**src/rtl/uart_io_ctrl.sv**
```systemverilog
// UART I/O instruction controller: stalls the CPU while a send or receive
// instruction moves exactly one byte, with a one-entry rx holding buffer.
module uart_io_ctrl #(
    parameter logic [5:0]  OPCODE_SND  = 6'b010001,
    parameter logic [5:0]  OPCODE_RCV  = 6'b010010,
    parameter logic [15:0] RCV_TIMEOUT = 16'd50000
) (
    input  logic       clock,
    input  logic       reset,
    input  logic [5:0] opcode,
    input  logic [7:0] snd_data,
    input  logic       tx_busy,
    input  logic       tx_done,
    input  logic       rx_valid,
    input  logic [7:0] rx_data,
    output logic       tx_start,
    output logic [7:0] tx_data,
    output logic       cpu_stall,
    output logic [7:0] rcv_data,
    output logic       rcv_we,
    output logic       rx_overrun,
    output logic       rcv_timeout
);

    localparam logic [2:0] IDLE     = 3'd0;
    localparam logic [2:0] SND_WAIT = 3'd1;
    localparam logic [2:0] SND_BUSY = 3'd2;
    localparam logic [2:0] RCV_WAIT = 3'd3;
    localparam logic [2:0] RCV_WB   = 3'd4;
    localparam logic [2:0] DONE     = 3'd5;

    logic [2:0]  state_q,     state_d;
    logic        tx_start_q,  tx_start_d;
    logic [7:0]  tx_data_q,   tx_data_d;
    logic [7:0]  rcv_data_q,  rcv_data_d;
    logic [7:0]  rx_buf_q,    rx_buf_d;
    logic        rx_full_q,   rx_full_d;
    logic        overrun_q,   overrun_d;
    logic        timeout_q,   timeout_d;
    logic [15:0] wait_cnt_q,  wait_cnt_d;
    logic        stall;

    always_comb begin
        // NOTE: every signal gets a default first so no path leaves it unassigned (no latches).
        state_d    = state_q;
        tx_start_d = 1'b0;
        tx_data_d  = tx_data_q;
        rcv_data_d = rcv_data_q;
        rx_buf_d   = rx_buf_q;
        rx_full_d  = rx_full_q;
        overrun_d  = overrun_q;
        timeout_d  = timeout_q;
        wait_cnt_d = '0;
        stall      = 1'b0;

        // Outside RCV_WAIT nothing consumes the buffer, so a second byte overwrites it.
        if (rx_valid && (state_q != RCV_WAIT)) begin
            rx_buf_d  = rx_data;
            rx_full_d = 1'b1;
            if (rx_full_q) begin
                overrun_d = 1'b1;
            end
        end

        case (state_q)
            IDLE: begin
                if (opcode == OPCODE_SND) begin
                    state_d = SND_WAIT;
                    stall   = 1'b1;
                end else if (opcode == OPCODE_RCV) begin
                    state_d = RCV_WAIT;
                    stall   = 1'b1;
                end
            end
            SND_WAIT: begin
                stall = 1'b1;
                if (!tx_busy) begin
                    tx_data_d  = snd_data;
                    tx_start_d = 1'b1;
                    state_d    = SND_BUSY;
                end
            end
            SND_BUSY: begin
                stall = 1'b1;
                if (tx_done) begin
                    state_d = DONE;
                end
            end
            RCV_WAIT: begin
                stall = 1'b1;
                if (rx_full_q) begin
                    rcv_data_d = rx_buf_q;
                    state_d    = RCV_WB;
                    if (rx_valid) begin
                        rx_buf_d = rx_data;
                    end else begin
                        rx_full_d = 1'b0;
                    end
                end else if (rx_valid) begin
                    rcv_data_d = rx_data;
                    state_d    = RCV_WB;
                end else if (wait_cnt_q == RCV_TIMEOUT - 16'd1) begin
                    rcv_data_d = 8'h00;
                    timeout_d  = 1'b1;
                    state_d    = RCV_WB;
                end else begin
                    wait_cnt_d = wait_cnt_q + 16'd1;
                end
            end
            RCV_WB: begin
                stall   = 1'b1;
                state_d = DONE;
            end
            DONE: begin
                state_d = IDLE;
            end
            default: begin
                state_d = IDLE;
            end
        endcase
    end

    always_ff @(posedge clock) begin
        if (reset) begin
            state_q    <= IDLE;
            tx_start_q <= 1'b0;
            tx_data_q  <= 8'h00;
            rcv_data_q <= 8'h00;
            rx_buf_q   <= 8'h00;
            rx_full_q  <= 1'b0;
            overrun_q  <= 1'b0;
            timeout_q  <= 1'b0;
            wait_cnt_q <= 16'd0;
        end else begin
            state_q    <= state_d;
            tx_start_q <= tx_start_d;
            tx_data_q  <= tx_data_d;
            rcv_data_q <= rcv_data_d;
            rx_buf_q   <= rx_buf_d;
            rx_full_q  <= rx_full_d;
            overrun_q  <= overrun_d;
            timeout_q  <= timeout_d;
            wait_cnt_q <= wait_cnt_d;
        end
    end

    // Stall is combinational so IDLE can freeze the PC in the decode cycle; reset masks it.
    assign cpu_stall   = stall && !reset;
    assign tx_start    = tx_start_q;
    assign tx_data     = tx_data_q;
    assign rcv_data    = rcv_data_q;
    assign rcv_we      = (state_q == RCV_WB);
    assign rx_overrun  = overrun_q;
    assign rcv_timeout = timeout_q;

endmodule

```
**config.mk**
```make
export PLATFORM = sky130hd
export DESIGN_NAME = uart_io_ctrl
export DESIGN_NICKNAME = d
export VERILOG_FILES = /design/src/rtl/uart_io_ctrl.sv
export SDC_FILE = /design/constraint.sdc
export NUM_CORES = 1
export LEC_CHECK = 0
export CAP_MARGIN = 5
export CORE_MARGIN = 8
export CORE_UTILIZATION = 45
export DETAILED_ROUTE_END_ITERATION = 6
export PLACE_DENSITY = 0.81
export SKIP_CTS_REPAIR_TIMING = 1
export SLEW_MARGIN = 20
export SYNTH_ARGS = -nofsm -noshare
export SYNTH_HDL_FRONTEND = slang
export SYNTH_SLANG_ARGS = --single-unit
```
**constraint.sdc**
```tcl
create_clock -name clock -period 2.25 [get_ports clock]
set_input_delay 0.45 -clock clock [delete_from_list [all_inputs] [get_ports clock]]
set_output_delay 0.45 -clock clock [all_outputs]
set_load 0.01 [all_outputs]
```
==> flow_summary_export.csv, run 1 <==
group,metric,value,unit
placement,numPortBuffers,47,
floorplanning,die_y,84.0,um
timing,hold_viol_final,0,
power,p_leak,0.979,nW
drt,drc_errors,0,
synth,async_flop_share,0,%
setup_path,cp_cell_sequence,"nor2_1 > and2_1 > clkdlybuf4s50_1",
setup_path,critical-path-top-delay-family,"buffers and inverters",
finish,final.fill_count,374,
synth,yosysMostFrequentCell,"dfxtp_1",
timing,post-route-min-period,2.07,ns
clock_network,numCtsBuffers,5,
floorplanning,io-pin-count,48,
setup_path,worst_ep_required_time,1.80,ns
finish,final_core_util,61.6,%
floorplanning,die_w,84.0,um
drt,drt_iter0_drc,113,
global_route,grt_pass1_wl,8260,um
synth,ys_seq_elements,47,
power,power.total,1.72,mW
synth,synth_edf_count,0,
synth,yosys.area_share.simple,23.1,%
global_route,antenna_found_initial,0,
setup_path,worstSetupStartpointType,"flip-flop",
global_route,grt_pass1_vias,1704,
setup_path,arrival,1.62,ns
synth,synth_top_family_by_area,"simple AND/OR/NAND/NOR gates",
timing,setup_violations,0,
placement,gp_congestion,0.808,
setup_path,cp_max_fo,11,
setup_path,cp_slowest_stage_delay,0.55,ns
timing,skew,0.0126,ns
clock_network,cts.clk_slew.worst_paths,0.10,ns
synth,yosysTopAreaCell,"dfxtp_1",
drt,via_per_inst,5.40,
setup_path,cp_slowest_cell,"clkdlybuf4s50_1",
global_route,grt_max_degree,33,
synth,synth_top_area_share,45.2,%
timing,drv_slew,0,
drt,drtPass1Iterations,4,
finish,syn_to_final_growth,30.5,%
worst_hold_path,hold_class,"reg -> reg",
synth,synth_top_cells_by_area,"dfxtp_1 (45%), nor2_1 (5.4%), a21oi_1 (5.0%)",
synth,synth_common_cells,"dfxtp_1 (47), nor2_1 (30), nand2_1 (24)",
synth,ys_seq_area_share,45.2,%
timing,worstMarginPinSlew,0.539,ns
timing,worst_slack,0.181,ns
floorplanning,core_region_area,4410,sq um
power,p_per_area,631,nW/um^2
placement,post-place-ws,-0.735,ns
finish,drive_gt1_share,10.3,%
setup_path,worst-setup-path-type,"reg -> out",
floorplanning,initial_core_util,47.2,%
finish,nets,308,
outcome,status,"complete, no violations",
synth,synthMuxAreaShare,3.84,%
timing,holdWs,0.457,ns
synth,netlist_area,2080,sq um
synth,synthAdderAreaFrac,0.601,%
clock_network,cts_htree_levels,2,
floorplanning,rows,24,
global_route,grt_overflow,0,
clock_network,cts.sinks,47,
drt,ant_nets,0,
synth,yosys.area_share.xor_xnor,5.05,%
job,drv_cap,0,
finish,stdcell_count,333,
floorplanning,die_area,7060,sq um
timing,clock.fmax,483,MHz
drt,routed_wl,4860,um
power,peakVddDrop,424,uV
clock_network,cts_tree,"done",
global_route,grtUsageTotal,13.6,%
timing,timing.final.crit_share,92.0,%
placement,place_inst,324,
clock_network,clk_latency,0.29,ns
finish,n_antenna_cell,0,
synth,syn-instance-count,232,
drt,wl_per_cell,14.6,um
synth,synth_warnings,0,
placement,dp_hpwl,3590,um
setup_path,cp_num_buf_inv,1,
clock_network,clockBufferDepth,2,
synth,synth_fp_nets,260,
synth,syn_avg_cell_area,8.98,sq um
timing,relSlewSlack,64.0,%
drt,vias,1797,
timing,rsz0062_at_grt,"false",
synth,dominantRegCellSynth,"dfxtp_1",
setup_path,critPathCaptureType,"output port",
synth,synth.distinct_cells,43,
synth,synth_compound_area_share,18.1,%
clock_network,root_buffer,"clkbuf_8",
-- cell families (layout without fill, tap and decap cells) --
family                     count (synthesis)  count (layout)
and+or+nand+nor                           91              91
AOI/OAI and AO/OA                         56              56
DFF                                       47              47
buffers and inverters                     17              66
xor gates and xnor gates                  12              12
muxes                                      8               8
adders and majority gates                  1               1
-- report_power, final --
group          internal, mW  switching (mW)
sequential            0.867          0.0368
clock                 0.251           0.279
combinational         0.158           0.125
-- layer usage --
layer / part of all wire (%) / track usage, % / up-vias
li1: - / - / 928
met3: 7.1 / 5.37 / 2
met4: 0.41 / 2.35 / 0
met1: 47 / 17.8 / 824
met5: 0 / 0 / -
met2: 45 / 20.5 / 43
-- worst paths after layout --
path                      start  cells past startpoint  slack (ns)          to
setup / recovery     state_q[0]                      3        0.18      rcv_we
hold / removal       tx_data[0]                      2        0.46  tx_data[0]
setup reg to reg  wait_cnt_q[0]                      5        0.28  state_q[1]
hold reg to reg      tx_data[0]                      2        0.46  tx_data[0]
-- layout by cell type (no fill, tap or decap), types with 2 or more instances in the layout --
| cell type | count |
|---|---|
| and3_1 | 3 |
| buf_4 | 9 |
| a211oi_2 | 2 |
| or4b_4 | 2 |
| clkbuf_8 | 6 |
| nor3_1 | 3 |
| a21oi_1 | 21 |
| or3_1 | 3 |
| nor2_1 | 30 |
| xor2_1 | 7 |
| inv_1 | 2 |
| dfxtp_1 | 47 |
| a211oi_1 | 7 |
| xnor2_1 | 5 |
| o21ai_1 | 2 |
| dlymetal6s2s_1 | 4 |
| nand2_1 | 24 |
| a221oi_1 | 8 |
| nand3_1 | 9 |
| mux2i_1 | 8 |
| nand4_1 | 2 |
| clkdlybuf4s50_1 | 42 |
| o21ai_0 | 9 |
| nor4_1 | 2 |
-- worst reg2reg max path: cells and delay by family (launching register included) --
family                   cells  cell delay, ns
AND/OR/NAND/NOR              3            1.08
AO/OA/AOI/OAI                1            0.11
adder cells (fa/ha/maj)      1            0.27
flip-flops                   1            0.40
-- through the flow --
step,TNS (ns),instance area (sq um)
finish,0,2720
global route,0,2720
CTS,-0.755,2700
detailed placement,-0.830,2600
global placement,-0.711,2600
floorplan,0,2080
-- layout make-up --
cell class                      instances  area [sq um]  share of cell area (%)
Clock buffer                            6          82.6                    3.04
Clock inverter                          2          16.3                   0.598
Inverter                                2          7.51                   0.276
Multi-Input combinational cell        168          1060                    39.1
Sequential cell                        47           941                    34.6
Tap cell                               52          65.1                    2.39
Timing Repair Buffer                   56           543                    20.0
(Power assumes the default switching activity.)
==> inputs of run 2 (changes only) <==
==> constraint.sdc (replaced) <==
create_clock -name clock -period 2.5 [get_ports clock]
set_input_delay 0.5 -clock clock [delete_from_list [all_inputs] [get_ports clock]]
set_output_delay 0.5 -clock clock [all_outputs]
set_load 0.01 [all_outputs]
==> run 2 against run 1 <==
Against the previous run: non-clock buffer count shrank 4; sequential share of layout area increased by 0.52 points; via count grew 1.6%; combinational power fell by 15%; highest routed layer unchanged; wire length is 0.51% higher; final area shrank 1.5%; largest cell class unchanged.
==> flow_summary_export.csv, run 2 (same netlist as run 1, synthesis figures left out) <==
group,metric,value,unit
global_route,grt_max_degree,33,
setup_path,cp_max_fo,2,
timing,relSlewSlack,43.4,%
global_route,grt_pass1_vias,1740,
power,switching_share,26.0,%
power,p_leak,0.923,nW
worst_hold_path,hold_class,"reg -> reg",
setup_path,regToRegSetupSlack,0.22,ns
floorplanning,die_area,7060,sq um
timing,clock.fmax,416,MHz
setup_path,arrival,1.91,ns
setup_path,r2r_cells,4,
floorplanning,initial_core_util,47.2,%
timing,setup_violations,0,
job,drv_cap,0,
floorplanning,rows,24,
power,p_switching,0.402,mW
placement,numPortBuffers,47,
finish,syn_to_final_growth,28.6,%
setup_path,worst-setup-path-type,"in -> out",
clock_network,numCtsBuffers,5,
global_route,antenna_found_initial,0,
setup_path,worstSetupStartpointType,"primary input",
clock_network,clk_latency,0.30,ns
global_route,grt_pass1_wl,8170,um
timing,timing.final.crit_share,96.2,%
drt,routed_wl,4880,um
finish,layout_commonest_cell,"dfxtp_1",
floorplanning,io-pin-count,48,
timing,drv_slew,0,
drt,vias,1826,
power,power_frac_seq,53.0,%
setup_path,cp_slowest_cell,"or4b_4",
power,pwr-share-comb,15.5,%
power,peakVddDrop,379,uV
timing,worst_slack,0.0943,ns
global_route,grt_overflow,0,
global_route,grtUsageTotal,13.7,%
power,power.total,1.54,mW
setup_path,reg2reg_to,"rcv_data[4]",
placement,gp_congestion,0.792,
finish,nets,304,
setup_path,r2r_start,"wait_cnt_q[4]",
power,intPower,1.14,mW
setup_path,cp_cell_sequence,"clkdlybuf4s50_1 > or4b_4 > o21ai_2 > o21ai_0 > nor2_1 > buf_2",
worst_hold_path,holdPathStages,2,
floorplanning,die_w,84.0,um
finish,final_core_util,60.7,%
placement,dp_hpwl,3530,um
timing,hold_viol_final,0,
timing,skew,0.0142,ns
drt,drc_errors,0,
clock_network,clockBufferDepth,2,
worst_hold_path,holdPathEnd,"tx_data[1]",
placement,post-place-ws,-0.571,ns
floorplanning,core_region_area,4410,sq um
power,p_per_area,576,nW/um^2
timing,post-route-min-period,2.41,ns
setup_path,worst_ep_required_time,2.00,ns
finish,drive_gt1_share,9.03,%
drt,ant_nets,0,
clock_network,cts.clk_slew.worst_paths,0.08,ns
setup_path,cp_slowest_stage_delay,0.54,ns
clock_network,cts_tree,"done",
clock_network,cts.sinks,47,
timing,holdWs,0.458,ns
finish,layout_common_cells,"dfxtp_1 (47), clkdlybuf4s50_1 (46), nor2_1 (30)",
drt,via_per_inst,5.55,
outcome,status,"complete, no violations",
timing,worstMarginPinSlew,0.847,ns
drt,drt_iter0_drc,142,
power,pwr-share-clk,31.4,%
worst_hold_path,worstHoldStart,"tx_data[1]",
drt,drtPass1Iterations,4,
clock_network,cts_htree_levels,2,
drt,wl_per_cell,14.8,um
floorplanning,die_y,84.0,um
timing,rsz0062_at_grt,"false",
finish,final.fill_count,391,
clock_network,root_buffer,"clkbuf_8",
finish,n_antenna_cell,0,
setup_path,critPathCaptureType,"output port",
## run 2: changes by cell type in the layout (fill, tap and decap cells not counted)
cell             change
dlymetal6s2s_1       -4
buf_4                -4
clkdlybuf4s50_1      +4
o21ai_0              +1
o21ai_1              -1
## run 2: power by group through the flow
stage	clock network (mW)	logic [mW]	registers, mW
6_report	0.485	0.240	0.818
5_1_grt	0.534	0.262	0.825
4_1_cts	0.492	0.232	0.818
3_5_place_dp	0	0.231	0.835
3_3_place_gp	0	0.227	0.834
2_1_floorplan	0	0.134	0.818
## run 2: metrics by stage
stage	instance area, sq um	instances	setup TNS, ns
final	2680	329	0
after global routing	2680	329	0
after CTS	2670	328	-0.584
after detailed placement	2570	320	-0.571
after global placement	2570	320	-0.548
after floorplan	2080	232	0
## run 2: how the worst max path moves through the flow
| stage | startpoint | end | slack (ns) | cells after the start |
|---|---|---|---|---|
| floorplan | opcode[3] | cpu_stall | 0.36 | 4 |
| finish | opcode[3] | cpu_stall | 0.09 | 6 |
| CTS | opcode[3] | cpu_stall | -0.58 | 6 |
| global route | wait_cnt_q[0] | rcv_data[4] | 0.01 | 5 |
| detailed placement | opcode[3] | cpu_stall | -0.57 | 6 |
| global placement | opcode[3] | cpu_stall | -0.55 | 6 |
## run 2: routing by layer
metal / vias up / track usage (%) / share of wire, %
li1: 922 / - / -
met1: 850 / 17.1 / 46
met4: 0 / 2.83 / 0.39
met3: 2 / 6.93 / 8.2
met5: - / 0 / 0
met2: 52 / 20.3 / 45
## run 2: worst max-delay path, delay by kind of cell
kind	cells	cell delay, ns
compound gates	2	0.23
buf+inv	2	0.54
simple gates	2	0.64
## run 2: area by class of cell
type	count	area, sq um	area share [%]
tap	52	65.1	2.43
timing repair buffer	52	503	18.8
clock buffer	6	82.6	3.08
sequential	47	941	35.1
inverter	2	7.51	0.280
multi-input combinational	168	1060	39.7
clock inverter	2	16.3	0.607
==> inputs of run 3 (changes only) <==
--- a/config.mk
+++ b/config.mk
@@ -8,6 +8,7 @@
 export CAP_MARGIN = 5
 export CORE_MARGIN = 8
 export CORE_UTILIZATION = 45
+export CTS_CLUSTER_DIAMETER = 80
 export DETAILED_ROUTE_END_ITERATION = 6
 export PLACE_DENSITY = 0.81
 export SKIP_CTS_REPAIR_TIMING = 1
==> results of run 3 <==
Same layout as run 2: the final DEF is identical, and so are final timing and power.
